File: config.mk
export PLATFORM = sky130hd
export DESIGN_NAME = dco_cal_ctrl
export DESIGN_NICKNAME = d
export VERILOG_FILES = /design/src/rtl/dco_cal_ctrl.sv
export SDC_FILE = /design/constraint.sdc
export NUM_CORES = 1
export LEC_CHECK = 0
export ABC_CLOCK_PERIOD_IN_PS = 9900
export CAP_MARGIN = 20
export CELL_PAD_IN_SITES_DETAIL_PLACEMENT = 0
export CELL_PAD_IN_SITES_GLOBAL_PLACEMENT = 1
export CORE_UTILIZATION = 40
export CTS_BUF_LIST = sky130_fd_sc_hd__clkbuf_4 sky130_fd_sc_hd__clkbuf_8 sky130_fd_sc_hd__clkbuf_16
export CTS_CLUSTER_SIZE = 12
export DETAILED_ROUTE_END_ITERATION = 10
export GPL_TIMING_DRIVEN = 0
export PLACE_DENSITY_LB_ADDON = 0.1
export SLEW_MARGIN = 5
export SYNTH_ARGS = -nofsm -noshare
export SYNTH_HDL_FRONTEND = slang
export SYNTH_SLANG_ARGS = --single-unit
export TNS_END_PERCENT = 1
File: constraint.sdc
create_clock -name clk -period 9.9 [get_ports clk]
set_input_delay 1.98 -clock clk [delete_from_list [all_inputs] [get_ports clk]]
set_output_delay 1.98 -clock clk [all_outputs]
set_load 0.05 [all_outputs]
File: src/rtl/dco_cal_ctrl.sv
// Closed-loop DCO calibration: sweeps every alpha code, measures MEAS_PERIODS DCO periods
// in clk cycles, keeps the code closest to the target and then parks the DCO on it.
module dco_cal_ctrl #(
  parameter int NUM_CODES    = 4,
  parameter int MEAS_PERIODS = 16,
  parameter int CNT_W        = 16,
  parameter int SETTLE_CYC   = 8
) (
  input  logic             clk,
  input  logic             rst,
  input  logic             start,
  input  logic [CNT_W-1:0] target_cnt,
  input  logic             dco_clk_in,
  output logic             en,
  output logic [6:0]       alpha,
  output logic             busy,
  output logic             done,
  output logic [6:0]       best_alpha,
  output logic [CNT_W-1:0] best_err,
  output logic             timeout
);

  localparam int SW = $clog2(SETTLE_CYC + 1);
  localparam int EW = $clog2(MEAS_PERIODS + 1);
  localparam logic [SW-1:0]    SETTLE_LAST = SW'(SETTLE_CYC - 1);
  localparam logic [EW-1:0]    EDGE_LAST   = EW'(MEAS_PERIODS - 1);
  localparam logic [6:0]       LAST_CODE   = 7'(NUM_CODES - 1);
  localparam logic [6:0]       OFF_CODE    = 7'(NUM_CODES);
  localparam logic [CNT_W-1:0] CNT_MAX     = '1;

  typedef enum logic [2:0] {IDLE, SETTLE, SYNC, MEAS, EVAL, DONE} state_t;

  function automatic logic [CNT_W-1:0] sat_inc(input logic [CNT_W-1:0] v);
    return (v == CNT_MAX) ? v : v + 1'b1;
  endfunction

  // Difference is formed one bit wider so the magnitude of any CNT_W-bit pair fits in CNT_W bits.
  function automatic logic [CNT_W-1:0] abs_err(input logic [CNT_W-1:0] a,
                                               input logic [CNT_W-1:0] b);
    logic signed [CNT_W:0] diff;
    diff = $signed({1'b0, a}) - $signed({1'b0, b});
    return CNT_W'(diff[CNT_W] ? -diff : diff);
  endfunction

  state_t           state_q;
  logic             s1_q, s2_q, s3_q;
  logic [SW-1:0]    settle_q;
  logic [EW-1:0]    edge_q;
  logic [CNT_W-1:0] cnt_q, target_q;
  logic [6:0]       k_q;
  logic             sat_q;
  logic             en_q, busy_q, done_q, timeout_q;
  logic [6:0]       alpha_q, best_alpha_q;
  logic [CNT_W-1:0] best_err_q;

  logic             dco_rise;
  logic [CNT_W-1:0] cnt_d, err_d, best_err_d;
  logic [6:0]       best_alpha_d;
  logic             better_d;

  assign dco_rise     = s2_q & ~s3_q;
  assign cnt_d        = sat_inc(cnt_q);
  assign err_d        = sat_q ? CNT_MAX : abs_err(cnt_q, target_q);
  // Strict compare: on a tie the earlier (lower) code is kept.
  assign better_d     = err_d < best_err_q;
  assign best_err_d   = better_d ? err_d : best_err_q;
  assign best_alpha_d = better_d ? k_q : best_alpha_q;

  always_ff @(posedge clk) begin
    if (rst) begin
      state_q      <= IDLE;
      s1_q         <= 1'b0;
      s2_q         <= 1'b0;
      s3_q         <= 1'b0;
      settle_q     <= '0;
      edge_q       <= '0;
      cnt_q        <= '0;
      target_q     <= '0;
      k_q          <= '0;
      sat_q        <= 1'b0;
      en_q         <= 1'b0;
      alpha_q      <= OFF_CODE;
      busy_q       <= 1'b0;
      done_q       <= 1'b0;
      best_alpha_q <= '0;
      best_err_q   <= CNT_MAX;
      timeout_q    <= 1'b0;
    end else begin
      s1_q   <= dco_clk_in;
      s2_q   <= s1_q;
      s3_q   <= s2_q;
      done_q <= 1'b0;
      unique case (state_q)
        IDLE: begin
          if (start) begin
            target_q   <= target_cnt;
            k_q        <= '0;
            alpha_q    <= '0;
            en_q       <= 1'b1;
            best_err_q <= CNT_MAX;
            timeout_q  <= 1'b0;
            busy_q     <= 1'b1;
            settle_q   <= '0;
            state_q    <= SETTLE;
          end
        end
        SETTLE: begin
          if (settle_q == SETTLE_LAST) begin
            cnt_q   <= '0;
            sat_q   <= 1'b0;
            state_q <= SYNC;
          end else begin
            settle_q <= settle_q + 1'b1;
          end
        end
        SYNC: begin
          // A DCO that never toggles is caught by the same saturating counter as a slow one.
          if (cnt_q == CNT_MAX) begin
            sat_q     <= 1'b1;
            timeout_q <= 1'b1;
            state_q   <= EVAL;
          end else if (dco_rise) begin
            cnt_q   <= '0;
            edge_q  <= '0;
            state_q <= MEAS;
          end else begin
            cnt_q <= cnt_d;
          end
        end
        MEAS: begin
          if (cnt_q == CNT_MAX) begin
            sat_q     <= 1'b1;
            timeout_q <= 1'b1;
            state_q   <= EVAL;
          end else begin
            cnt_q <= cnt_d;
            if (dco_rise) begin
              if (edge_q == EDGE_LAST) state_q <= EVAL;
              else                     edge_q  <= edge_q + 1'b1;
            end
          end
        end
        EVAL: begin
          best_err_q   <= best_err_d;
          best_alpha_q <= best_alpha_d;
          if (k_q == LAST_CODE) begin
            alpha_q <= best_alpha_d;
            en_q    <= 1'b1;
            busy_q  <= 1'b0;
            done_q  <= 1'b1;
            state_q <= DONE;
          end else begin
            k_q      <= k_q + 7'd1;
            alpha_q  <= k_q + 7'd1;
            settle_q <= '0;
            state_q  <= SETTLE;
          end
        end
        DONE:    state_q <= IDLE;
        default: state_q <= IDLE;
      endcase
    end
  end

  assign en         = en_q;
  assign alpha      = alpha_q;
  assign busy       = busy_q;
  assign done       = done_q;
  assign best_alpha = best_alpha_q;
  assign best_err   = best_err_q;
  assign timeout    = timeout_q;

endmodule

==> summary.txt <==
====================================================================================================
Most frequently used flop master after synthesis                                        sky130_fd_sc_hd__dfxtp_1
Min Tclk post-route                                                                          5840 ps
# H-tree levels                                                                                    3
Hold bufs inserted after CTS                                                                       0
Post-detailed-placement half-perimeter wirelength                                            10.2 mm
Register bit count reported by yosys                                                              89
Signed area change from the synthesized netlist to the final layout                            20.0%
Overall track demand over capacity in global routing                                           20.0%
Worst Setup EP                                                                           best_err[6]
Beginning of the critical path                                                              cnt_q[0]
Clk Latency, worst-skew pair                                                                  350 ps
Commonest cells in the netlist                                                          sky130_fd_sc_hd__dfxtp_1, sky130_fd_sc_hd__nand2_1, sky130_fd_sc_hd__nor2_1
Final number of hold-violating endpoints                                                           0
Area post-placement                                                                       6080 sq um
VDD IR-drop max                                                                           0.000108 V
Reg-to-Reg End                                                                           best_err[6]
Post-Synthesis Net Count                                                                         731
Required time of the critical path                                                          10140 ps
Met1 GRT Util                                                                                  25.9%
Critical-path maximum fanout                                                                      10
TritonCTS clock tree                                                                           built
Number of ports placed on the die boundary                                                        54
Pre-CTS WS                                                                                   4130 ps
Period utilisation layout                                                                      59.0%
Vias in the first global route                                                                  4570
Slowest Stage Delay on Critical Path                                                          550 ps
Pin count of the biggest net entering global routing                                              15
Worst slew margin                                                                              48.4%
Die boundary width                                                                       117 microns
CTS Buffer Depth                                                                                   2
Global Route met2 Usage                                                                        33.7%
Critical Path Source Type                                                                   register
Slowest CP cell                                                                         sky130_fd_sc_hd__or4b_4
Kind of end point of the critical path                                                      register
Dominant cell by count in the synthesized netlist                                       sky130_fd_sc_hd__dfxtp_1
Maxcap violations                                                                                  0
Final TNS setup                                                                                 0 ps
Post-route cell area                                                                      6400 sq um
Xor/xnor cell area share of the yosys netlist                                                  6.57%
DRC                                                                                                0
Setup repair after global routing missed its margin                                               no
Post-route clock skew                                                                        8.26 ps
Initial drt markers                                                                              302
Core region area                                                                         12800 sq um
Site Rows                                                                                         41
Fillers                                                                                         1331
Reg-to-reg setup timing slack                                                                4060 ps
Final ANT Viol Nets                                                                                0
Leading post-synthesis cells by cell area                                               sky130_fd_sc_hd__dfxtp_1, sky130_fd_sc_hd__ha_1, sky130_fd_sc_hd__a21oi_1
Post-synthesis cell type with the largest combined area                                 sky130_fd_sc_hd__dfxtp_1
Root buffer cell                                                                        sky130_fd_sc_hd__clkbuf_16
Buffers on Ports                                                                                  52
Number of nets in the layout                                                                     795
Area of all sequential standard cells                                                     1780 sq um
PD cells                                                                                 178 nW/um^2
Hold Path Class                                                                         register to register
Area share of the largest cell type after synthesis                                            33.4%
Full die area                                                                            13800 sq um
Number of antenna violations at the first check in global routing                                  0
Detailed-route wire length                                                                   13.2 mm
Leakage power total                                                                       0.00266 uW
Number of setup violations in the final report                                                     0
Vias after detailed routing                                                                     4842
Number of iterations in the first detailed-routing pass                                            5
Final GP Congestion                                                                            0.804
Number of clock sinks                                                                             89
Area of combinational cells with multiple inputs                                          3280 sq um
Synth async-reset ratio                                                                           0%
Final critical-path setup slack                                                              4060 ps
Effective utilization at floorplan                                                             41.6%
Antenna Diode Count                                                                                0
Critical path class                                                                     register to register
Average wire length per cell after detail routing                                       14.5 microns
R2R cell count                                                                                    23
Peak-usage layer in the global routing report                                                   met2
Synthesized area per cell                                                                 7.93 sq um
Compound-cell area share of the yosys netlist                                                  18.4%
Share of synthesized area spent on multiplexers                                                3.68%
Share of synthesized area occupied by flip-flops and latches                                   33.4%
Worst Max-Slew Pin Slew                                                                       772 ps
Global-route congestion overflow total                                                             0
Combined area of all synthesized cells                                                    5340 sq um
F_max                                                                                        171 MHz
Post-CTS setup buffer count                                                                        0
Clock-pin slew reported for the worst setup and hold paths after clock tree synthesis          60 ps
Post-detailed-route via-to-cell ratio                                                           5.30
Data arrival time of the critical path                                                       6080 ps
Fraction of final layout cells with drive strength greater than 1                              5.66%
Simple-gate share of the synthesized area                                                      23.8%
Inserted Clock Buffers                                                                             9
Number of gates given a new drive strength after cts                                               0
Crit-path cells                                                                         inv_1 -> ha_1 -> inv_1 -> fa_1 -> a21o_1 -> a221oi_4 -> xnor2_1 -> or2_1 -> or4b_4 -> nor4b_4 -> mux2i_1 -> a21bo_1 -> nand3_1 -> ha_1 -> nand4_1 -> a211oi_1 -> o221ai_1 -> o21bai_1 -> nor3_1 -> or3_1 -> clkbuf_1 -> clkbuf_1 -> o32a_1
Status                                                                                  complete, no violations
Met3 GRT Util                                                                                  2.71%
Ys Warns                                                                                           0
Unique cell type count in the Yosys netlist                                                       62
R2r startpoint                                                                              cnt_q[0]
Number of cells produced by synthesis                                                            673
Global-route wire length before repair                                                       22.3 mm
Number of enable flip-flop cells after synthesis                                                   0
Final Max Tran Viols                                                                               0
Vert. Die Dim                                                                            117 microns
Main combinational cell family by area after synthesis                                  simple AND/OR/NAND/NOR gates
Post-synthesis adder-cell area fraction                                                        9.05%
====================================================================================================
## placed cells by master, fill, tap and decap left out, types with 3 or more instances in the layout
cell / count
sky130_fd_sc_hd__o21ai_0: 24
sky130_fd_sc_hd__xnor2_1: 17
sky130_fd_sc_hd__clkdlybuf4s50_1: 52
sky130_fd_sc_hd__a211oi_1: 7
sky130_fd_sc_hd__clkbuf_16: 9
sky130_fd_sc_hd__nor2_1: 78
sky130_fd_sc_hd__nor2b_1: 8
sky130_fd_sc_hd__o21a_1: 6
sky130_fd_sc_hd__nand3_1: 23
sky130_fd_sc_hd__nand2b_1: 5
sky130_fd_sc_hd__dfxtp_1: 89
sky130_fd_sc_hd__inv_1: 40
sky130_fd_sc_hd__mux2i_1: 14
sky130_fd_sc_hd__ha_1: 37
sky130_fd_sc_hd__nand2_1: 81
sky130_fd_sc_hd__and3_1: 10
sky130_fd_sc_hd__nor3_1: 13
sky130_fd_sc_hd__a21oi_1: 61
sky130_fd_sc_hd__nor3b_1: 3
sky130_fd_sc_hd__a222oi_1: 3
sky130_fd_sc_hd__clkbuf_1: 27
sky130_fd_sc_hd__or3_1: 6
sky130_fd_sc_hd__a31oi_1: 9
sky130_fd_sc_hd__o32a_1: 7
sky130_fd_sc_hd__or2_2: 13
sky130_fd_sc_hd__nor4_1: 5
sky130_fd_sc_hd__nand4_1: 7
sky130_fd_sc_hd__a21o_1: 5
sky130_fd_sc_hd__o31ai_1: 5
sky130_fd_sc_hd__mux2_2: 5
sky130_fd_sc_hd__xor2_1: 23
## area by class of cell
| type | count | area share, % |
|---|---|---|
| buffer | 30 | 1.88 |
| clock buffer | 11 | 3.85 |
| clock inverter | 5 | 1.23 |
| inverter | 40 | 2.35 |
| multi-input combinational | 514 | 51.3 |
| sequential | 89 | 27.8 |
| tap | 172 | 3.36 |
| timing repair buffer | 53 | 8.21 |
## cell families after synthesis
kind of cell / count (synthesis)
mux: 19
buf+inv: 70
compound gates: 151
fa+ha+maj: 38
flops: 89
simple gates: 266
xor+xnor: 40
## critical path: cells and delay by family (launching register included)
| kind | cells | cell delay (ps) |
|---|---|---|
| adders and majority gates | 3 | 900 |
| xor gates and xnor gates | 1 | 190 |
| and+or+nand+nor | 7 | 1810 |
| buffers and inverters | 4 | 570 |
| DFF | 1 | 340 |
| muxes | 1 | 260 |
| AOI/OAI and AO/OA | 7 | 1660 |
## metrics by stage
stage	hold slack, ps	power [uW]	instances	util, %
after floorplan	414	681	673	-
after global placement	422	765	897	47.3
after detailed placement	442	770	898	47.4
after CTS	456	1150	914	49.9
after global routing	465	1210	914	49.9
final	454	1140	914	49.9
## per-layer routing
layer | part of all wire, % | wire length [microns] | vias to the layer above
met3 | 2.5 | 330 | 16
li1 | - | - | 2486
met1 | 48 | 6370 | 2268
met4 | 1.7 | 218 | 0
met5 | 0 | 0 | -
met2 | 48 | 6290 | 72
## worst min-delay path by stage
stage,endpoint,start,slack [ps],cells past startpoint
2_1_floorplan,s2_q,s1_q,410,1
3_3_place_gp,s2_q,s1_q,420,1
4_1_cts,s2_q,s1_q,460,1
6_report,s2_q,s1_q,450,1
3_5_place_dp,s2_q,s1_q,440,1
5_1_grt,s2_q,s1_q,470,1
## sequential cells by signal, summed over array words and instances, names as in the netlist
signal and flops:
en 1, best_err 16, timeout 1, s3_q 1, s1_q 1, target_q 16, k_q 7, busy 1
edge_q 5, state_q 3, done 1, s2_q 1, cnt_q 16, sat_q 1, settle_q 4, best_alpha 7
alpha 7
## power by group
group          leakage, uW  internal (uW)  switching [uW]  total (uW)
Sequential        0.000722            372            7.73         380
Clock             0.000163            231             148         378
Combinational      0.00178            155             225         380
Total              0.00266            758             381        1140
(Power assumes the default switching activity.)
